**config.mk**
```make
export PLATFORM = sky130hd
export DESIGN_NAME = load_store_unit
export DESIGN_NICKNAME = d
export VERILOG_FILES = /design/src/rtl/load_store_unit.sv
export SDC_FILE = /design/constraint.sdc
export NUM_CORES = 1
export LEC_CHECK = 0
export ABC_AREA = 1
export ABC_CLOCK_PERIOD_IN_PS = 4200
export BUFFER_PORTS_ARGS = -buffer_cell sky130_fd_sc_hd__buf_2
export CORE_MARGIN = 2
export CORE_UTILIZATION = 30
export DETAILED_ROUTE_END_ITERATION = 12
export SLEW_MARGIN = 20
export SYNTH_ARGS = -nofsm -noshare
export SYNTH_HDL_FRONTEND = slang
export SYNTH_SLANG_ARGS = --single-unit
```
**constraint.sdc**
```tcl
create_clock -name clk -period 4.2 [get_ports clk]
set_input_delay 0.42 -clock clk [delete_from_list [all_inputs] [get_ports clk]]
set_output_delay 0.42 -clock clk [all_outputs]
set_load 0.05 [all_outputs]
```
**src/rtl/load_store_unit.sv**
```systemverilog
// Load/store controller between the EX/MEM register and a req/ack word memory.
// Generates word address, byte lanes and replicated store data; extends load results.
module load_store_unit #(
   parameter int DATA_W     = 32,
   parameter int DM_ADDRESS = 9,
   parameter int TIMEOUT    = 16
) (
   input  logic                  clk,
   input  logic                  reset,
   input  logic                  MemRead,
   input  logic                  MemWrite,
   input  logic [2:0]            func3,
   input  logic [DM_ADDRESS-1:0] addr,
   input  logic [DATA_W-1:0]     wr_data,
   output logic [DATA_W-1:0]     rd_data,
   output logic                  mem_stall,
   output logic                  access_err,
   output logic                  bus_err,
   output logic                  mem_req,
   output logic                  mem_we,
   output logic [DM_ADDRESS-3:0] mem_addr,
   output logic [3:0]            mem_be,
   output logic [DATA_W-1:0]     mem_wdata,
   input  logic                  mem_ack,
   input  logic [DATA_W-1:0]     mem_rdata
);

   localparam int CNT_W = $clog2(TIMEOUT + 1);
   localparam logic [CNT_W-1:0] CNT_LAST = CNT_W'(TIMEOUT - 1);

   typedef enum logic [1:0] {IDLE, REQ, DONE} state_t;

   state_t                state_q, state_d;
   logic                  we_q, we_d;
   logic [2:0]            f3_q, f3_d;
   logic [1:0]            lane_q, lane_d;
   logic [DM_ADDRESS-3:0] maddr_q, maddr_d;
   logic [3:0]            be_q, be_d;
   logic [DATA_W-1:0]     wdata_q, wdata_d;
   logic                  req_q, req_d;
   logic [DATA_W-1:0]     rd_q, rd_d;
   logic                  berr_q, berr_d;
   logic [CNT_W-1:0]      cnt_q, cnt_d;

   logic              active, legal_f3, aligned, valid;
   logic [3:0]        be_new;
   logic [DATA_W-1:0] wdata_new;
   logic [7:0]        ld_b;
   logic [15:0]       ld_h;
   logic [DATA_W-1:0] ld_ext;

   // Access decode; a store takes priority when both requests are raised.
   always_comb begin
      active   = MemRead | MemWrite;
      legal_f3 = 1'b0;
      aligned  = 1'b0;
      if (MemWrite) begin
         legal_f3 = (func3 == 3'b000) | (func3 == 3'b001) | (func3 == 3'b010);
      end else begin
         legal_f3 = (func3 == 3'b000) | (func3 == 3'b001) | (func3 == 3'b010) |
                    (func3 == 3'b100) | (func3 == 3'b101);
      end
      case (func3[1:0])
         2'b00:   aligned = 1'b1;
         2'b01:   aligned = ~addr[0];
         2'b10:   aligned = (addr[1:0] == 2'b00);
         default: aligned = 1'b0;
      endcase
      valid = active & legal_f3 & aligned;
   end

   always_comb begin
      be_new    = 4'b1111;
      wdata_new = wr_data;
      if (MemWrite) begin
         case (func3[1:0])
            2'b00: begin
               be_new    = 4'b0001 << addr[1:0];
               wdata_new = {4{wr_data[7:0]}};
            end
            2'b01: begin
               be_new    = addr[1] ? 4'b1100 : 4'b0011;
               wdata_new = {2{wr_data[15:0]}};
            end
            default: begin
               be_new    = 4'b1111;
               wdata_new = wr_data;
            end
         endcase
      end
   end

   always_comb begin
      ld_b = 8'h00;
      case (lane_q)
         2'd0:    ld_b = mem_rdata[7:0];
         2'd1:    ld_b = mem_rdata[15:8];
         2'd2:    ld_b = mem_rdata[23:16];
         default: ld_b = mem_rdata[31:24];
      endcase
      ld_h = lane_q[1] ? mem_rdata[31:16] : mem_rdata[15:0];
      case (f3_q)
         3'b000:  ld_ext = {{24{ld_b[7]}}, ld_b};
         3'b001:  ld_ext = {{16{ld_h[15]}}, ld_h};
         3'b100:  ld_ext = {24'h000000, ld_b};
         3'b101:  ld_ext = {16'h0000, ld_h};
         default: ld_ext = mem_rdata;
      endcase
   end

   always_comb begin
      state_d = state_q;
      we_d    = we_q;
      f3_d    = f3_q;
      lane_d  = lane_q;
      maddr_d = maddr_q;
      be_d    = be_q;
      wdata_d = wdata_q;
      req_d   = req_q;
      rd_d    = rd_q;
      berr_d  = 1'b0;
      cnt_d   = cnt_q;
      case (state_q)
         IDLE: begin
            if (valid) begin
               we_d    = MemWrite;
               f3_d    = func3;
               lane_d  = addr[1:0];
               maddr_d = addr[DM_ADDRESS-1:2];
               be_d    = be_new;
               wdata_d = wdata_new;
               req_d   = 1'b1;
               cnt_d   = '0;
               state_d = REQ;
            end
         end
         REQ: begin
            // Ack on the last allowed cycle still completes normally.
            if (mem_ack) begin
               req_d   = 1'b0;
               state_d = DONE;
               if (!we_q) rd_d = ld_ext;
            end else if (cnt_q == CNT_LAST) begin
               req_d   = 1'b0;
               berr_d  = 1'b1;
               state_d = DONE;
               if (!we_q) rd_d = '0;
            end else begin
               cnt_d = cnt_q + CNT_W'(1);
            end
         end
         default: begin
            state_d = IDLE;
         end
      endcase
   end

   always_ff @(posedge clk or negedge reset) begin
      if (!reset) begin
         state_q <= IDLE;
         we_q    <= 1'b0;
         f3_q    <= '0;
         lane_q  <= '0;
         maddr_q <= '0;
         be_q    <= '0;
         wdata_q <= '0;
         req_q   <= 1'b0;
         rd_q    <= '0;
         berr_q  <= 1'b0;
         cnt_q   <= '0;
      end else begin
         state_q <= state_d;
         we_q    <= we_d;
         f3_q    <= f3_d;
         lane_q  <= lane_d;
         maddr_q <= maddr_d;
         be_q    <= be_d;
         wdata_q <= wdata_d;
         req_q   <= req_d;
         rd_q    <= rd_d;
         berr_q  <= berr_d;
         cnt_q   <= cnt_d;
      end
   end

   assign mem_stall  = reset & (((state_q == IDLE) & valid) | (state_q == REQ));
   assign access_err = reset & (state_q == IDLE) & active & ~valid;
   assign rd_data    = rd_q;
   assign bus_err    = berr_q;
   assign mem_req    = req_q;
   assign mem_we     = we_q;
   assign mem_addr   = maddr_q;
   assign mem_be     = be_q;
   assign mem_wdata  = wdata_q;

endmodule

```
==> flow_summary.toml, run 1 <==
[power_and_ir_drop]
swShare = 0.522
p_int_mw = 2.09
power_mw = 4.37
irDropWorstVdd_mv = 0.326
power.share.clock = 0.185
p_seq_frac = 0.322
p_per_area_nw_per_um2 = 734
pwr-share-comb = 0.493
power_switching_mw = 2.28
cellLeakagePower_nw = 3.50

[routing]
drt-initial-drc-count = 308
finalWirelength_um = 14400
vias_per_cell = 4.42
vias = 4558
drc_errors = 0
wl_per_cell_um = 14.0
wl_met1_um = 6500
met3_length_um = 1190
top_layer_used = "met4"
dr.pass1.iters = 5
wl_met2_um = 6500
ant_nets = 0

[logic_synthesis]
syn_nets = 752
synthAdderAreaFrac = 0.00525
synth.distinct_cells = 30
synth_area_leader_cell = "dfrtp_1"
syn-instance-count = 669
synthMuxAreaShare = 0
seq_area_frac_synth = 0.472
syn_area_sq_um = 4770
ys_warn_count = 0
synth_compound_area_frac = 0.0695
synth_xor_xnor_area_share = 0.00184
yosys.area_share.simple = 0.374
synth_top_area_share = 0.472
synth_area_leaders = "dfrtp_1 47%, nand2_1 27%, nor2_1 5.1%"
syn_avg_cell_area_sq_um = 7.13
ys_ff_latch = 90
synth_top_family_by_area = "simple AND/OR/NAND/NOR gates"

[clock_tree]
cts_tree = "yes"
cts.sinks = 90
clock_latency_ps = 350
cts_buffers = 9
clk_pin_slew_ps = 70
cts-root-buf = "clkbuf_16"
cts.hold.buffers_added = 0
clock_path_buffers = 2
cts_resized = 0
htree_levels = 3
postCtsSetupBuffers = 0

[sta]
max_freq_mhz = 429
finalCriticalPeriod_ps = 2330
finalSetupViolCount = 0
clock-skew-final_ps = 9.39
period_share = 0.555
hold_viol = 0
setup-tns-final_ps = 0
slew_viol_final = 0
hold_ws_ps = 62.1
relSlewSlack = 0.469
grt_setup_unrepaired = "false"
tightest_slew_ps = 796

[floorplanning]
coreArea_sq_um = 15700
die_w_um = 130
initial_core_util = 0.303
rows = 46
fp.dieArea_sq_um = 16900
die_y_um = 130
io_pins = 161

[finish]
diodes = 0
drive_gt1_frac = 0.246
area_growth_pct = 24.7
fin_nets = 894

[global_route]
grt_start_max_net_pins = 54
overflow = 0
grt_pass1_vias = 4318
grt_usage = 0.175
grt_pass1_wl_um = 22700
antenna_found_initial = 0

[place]
place_congestion = 0.807
dp_hpwl_um = 10400
port_buffers = 160

[flow_run]
max-cap-violations = 0

[worst_setup_path]
critical_path_arrival_ps = 1910
max_stage_delay_ps = 390
r2r_cells = 7
crit_fanout = 19
critPathLaunchType = "register"
required_ps = 3780
slowest_stage = "dfrtp_1"
path_class = "reg -> out"
endpoint_kind = "output pin"
crit_chain = "nor2_1 > nand3_2 > a21boi_0 > buf_2"

[worst_hold_path]
holdCritPathClass = "in -> async"

[run_status]
status = "complete, no violations"
-- kinds of logic (layout without fill, tap and decap cells) --
family                     count (synthesis)  in the layout
and+or+nand+nor                          448            448
xor gates and xnor gates                   1              1
AOI/OAI and AO/OA                         54             54
DFF                                       90             90
buffers and inverters                     74            221
adders and majority gates                  2              2
-- state kept, by name, indices dropped and copies added, names as in the netlist --
signal / count
mem_wdata: 32
mem_be: 4
cnt_q: 5
f3_q: 3
mem_we: 1
lane_q: 2
mem_addr: 7
bus_err: 1
mem_req: 1
rd_data: 32
state_q: 2
-- layer usage --
layer  global-route usage  up-vias
met5                    0        -
met4               0.0538        0
met3               0.0549       16
met2                0.271      179
met1                0.234     2018
li1                     -     2345
-- power by group through the flow --
stage                     sequential (mW)  clock (mW)  combinational [mW]
after floorplan                      2.38           0               0.681
after global placement               1.42           0                2.15
after detailed placement             1.41           0                2.17
after CTS                            1.41       0.836                2.17
after global routing                 1.46       0.873                2.33
final                                1.41       0.806                2.15
-- cells in the mapped netlist, drive strengths merged --
master  instances
nand2         344
dfrtp          90
nor2           69
inv            43
o21ai          35
nand3          30
buf            24
o211ai         10
clkbuf          7
a21oi           6
ha              2
nor3            2
a211oi          1
a21boi          1
a31oi           1
nand3b          1
nor3b           1
or2             1
xor2            1
-- critical path, delay by kind of cell, from the launching register on --
kind / cells / cell delay (ps)
AND/OR/NAND/NOR: 2 / 580
flip-flops: 1 / 390
AO/OA/AOI/OAI: 1 / 310
buffers and inverters: 1 / 300
-- area by class of cell --
type / instances / area (sq um)
clock buffer: 9 / 225
clock inverter: 7 / 66.3
fill: 1719 / 9770
inverter: 43 / 161
multi-input combinational: 505 / 2150
sequential: 90 / 2250
tap: 216 / 270
timing repair buffer: 162 / 818
-- placed cells by master (no fill, tap or decap), drive strengths merged --
master / netlist / layout
nor2: 69 / 69
o211ai: 10 / 10
inv: 43 / 49
o21ai: 35 / 35
nor3b: 1 / 1
a21oi: 6 / 6
or2: 1 / 1
nand2: 344 / 344
dfrtp: 90 / 90
a21boi: 1 / 1
xor2: 1 / 1
nor3: 2 / 2
a31oi: 1 / 1
nand3b: 1 / 1
buf: 24 / 162
nand3: 30 / 30
ha: 2 / 2
clkbuf: 7 / 9
clkinv: 0 / 1
a211oi: 1 / 1
-- path summary, 6_finish.rpt --
check / startpoint / endpoint / slack, ps
hold / removal: reset / rd_data[12] / 60
min in group clk: addr[7] / mem_addr[5] / 260
max in group asynchronous: reset / mem_addr[1] / 3050
setup reg to reg: f3_q[1] / rd_data[24] / 2010
hold reg to reg: rd_data[2] / rd_data[2] / 470
setup / recovery: state_q[0] / mem_stall / 1870
-- through the flow --
stage / util / std cells / instance area (sq um) / setup slack (ps)
floorplan: - / 669 / 4770 / 1660
global placement: 0.360 / 1016 / 5650 / 1830
detailed placement: 0.360 / 1016 / 5650 / 1760
CTS: 0.378 / 1032 / 5940 / 1740
global route: 0.378 / 1032 / 5950 / 1740
finish: 0.378 / 1032 / 5950 / 1870
No activity file was read; power rests on OpenSTA's default activity.
==> run 2: changes to the inputs <==
ABC_CLOCK_PERIOD_IN_PS = 2100   (was 4200)
clock period = 2.1 ns   (was 4.2 ns; I/O delays follow)
==> run 2 against run 1 <==
Design area grew 2.0%. Sequential power grew 97%. Critical endpoint unchanged. Sequential share of layout area shrank 0.73 points. Routed wire length shrank 1.1%. Worst setup slack lost 1700 ps.
==> flow_summary.toml, run 2 (synthesized netlist as in run 1, its figures left out) <==
[run_status]
status = "complete, no violations"

[worst_setup_path]
critPathBufInv = 2
cpLargestDelayFamily = "buffers and inverters"
cp_num_cells = 5
required_ps = 1890
max_stage_delay_ps = 410
crit_chain = "nor2_1 > nand3_2 > buf_4 > a21boi_1 > buf_2"
critical_path_arrival_ps = 1710
r2r_cells = 10
critPathLaunchType = "register"
crit_fanout = 8
cp-startpoint = "state_q[1]"
slowest_stage = "dfrtp_1"
endpoint_kind = "output pin"
r2r-start = "cnt_q[0]"
path_class = "reg -> out"

[global_route]
grt_usage = 0.173
overflow = 0
grt_start_max_net_pins = 55
grt_pass1_wl_um = 22800
antenna_found_initial = 0
grt_pass1_vias = 4411

[power_and_ir_drop]
irDropWorstVdd_mv = 0.590
p_per_area_nw_per_um2 = 1470
cellLeakagePower_nw = 3.56

[flow_run]
max-cap-violations = 0

[finish]
final_cell_mix = "343 x nand2_1, 159 x buf_2, 90 x dfrtp_1"
layout_commonest_cell = "nand2_1"
diodes = 0
fin_nets = 904
drive_gt1_frac = 0.253
area_growth_pct = 27.1
final_area_sq_um = 6060
instances_no_fill = 1042

[place]
placed_area_sq_um = 5740
place_congestion = 0.851
dp_cells = 1025
port_buffers = 160
dp_hpwl_um = 10400

[clock_tree]
postCtsSetupBuffers = 0
cts.sinks = 90
cts-root-buf = "clkbuf_16"
htree_levels = 3
clock_path_buffers = 2
cts_resized = 0
clock_latency_ps = 350
cts_tree = "yes"
clk_pin_slew_ps = 70
cts_buffers = 9
cts.hold.buffers_added = 1

[sta]
max_freq_mhz = 521
hold_viol = 0
period_share = 0.915
setup-tns-final_ps = 0
finalCriticalPeriod_ps = 1920
slew_viol_final = 0
finalSetupViolCount = 0
relSlewSlack = 0.524
grt_setup_unrepaired = "false"
clock-skew-final_ps = 7.50
tightest_slew_ps = 714

[worst_hold_path]
worstHoldStart = "addr[6]"
holdCritPathClass = "in -> reg"
worstHoldPathCells = 3

[floorplanning]
io_pins = 161
coreArea_sq_um = 15700
initial_core_util = 0.303
fp.dieArea_sq_um = 16900
die_y_um = 130
rows = 46
die_w_um = 130

[routing]
wl_per_cell_um = 13.7
vias = 4608
ant_nets = 0
drc_errors = 0
dr.pass1.iters = 4
drt-initial-drc-count = 233
finalWirelength_um = 14300
vias_per_cell = 4.42
[run 2: tightest hold or removal path: cells and delay by family]
kind | cells | cell delay (ps)
AND/OR/NAND/NOR | 2 | 90
buffers and inverters | 1 | 80
[run 2: metal layers]
layer / share of wire / track usage / vias to the layer above / wire length (um)
li1: - / - / 2358 / -
met1: 0.46 / 0.234 / 2072 / 6580
met2: 0.44 / 0.264 / 167 / 6300
met3: 0.087 / 0.0590 / 11 / 1240
met4: 0.011 / 0.0500 / 0 / 156
met5: 0 / 0 / - / 0
[run 2: area by class of cell]
cell class | instances | area (sq um)
Clock buffer | 9 | 225
Clock inverter | 7 | 82.6
Fill cell | 1708 | 9650
Inverter | 43 | 161
Multi-Input combinational cell | 505 | 2150
Sequential cell | 90 | 2250
Tap cell | 216 | 270
Timing Repair Buffer | 172 | 921
[run 2: power by group]
group          switching (mW)  internal (mW)
clock                   0.760          0.945
sequential              0.414           2.36
combinational            3.39           1.02
total                    4.57           4.33
[run 2: through the flow]
stage | total power, mW | worst slack [ps] | util | hold WS, ps
after floorplan | 6.11 | 98.8 | - | -85.6
after global placement | 7.21 | 325 | 0.366 | 345
after detailed placement | 7.24 | 281 | 0.366 | 350
after CTS | 8.98 | 145 | 0.386 | 41.3
after global routing | 9.45 | 75.6 | 0.386 | 54.0
final | 8.89 | 179 | 0.386 | 61.2
[run 2: final timing paths]
path                                to  slack [ps]
setup reg to reg            rd_data[3]         290
hold / removal             mem_addr[4]          60
hold reg to reg             rd_data[7]         470
max in group asynchronous  rd_data[28]        1000
min in group asynchronous    mem_be[3]         520
setup / recovery             mem_stall         180
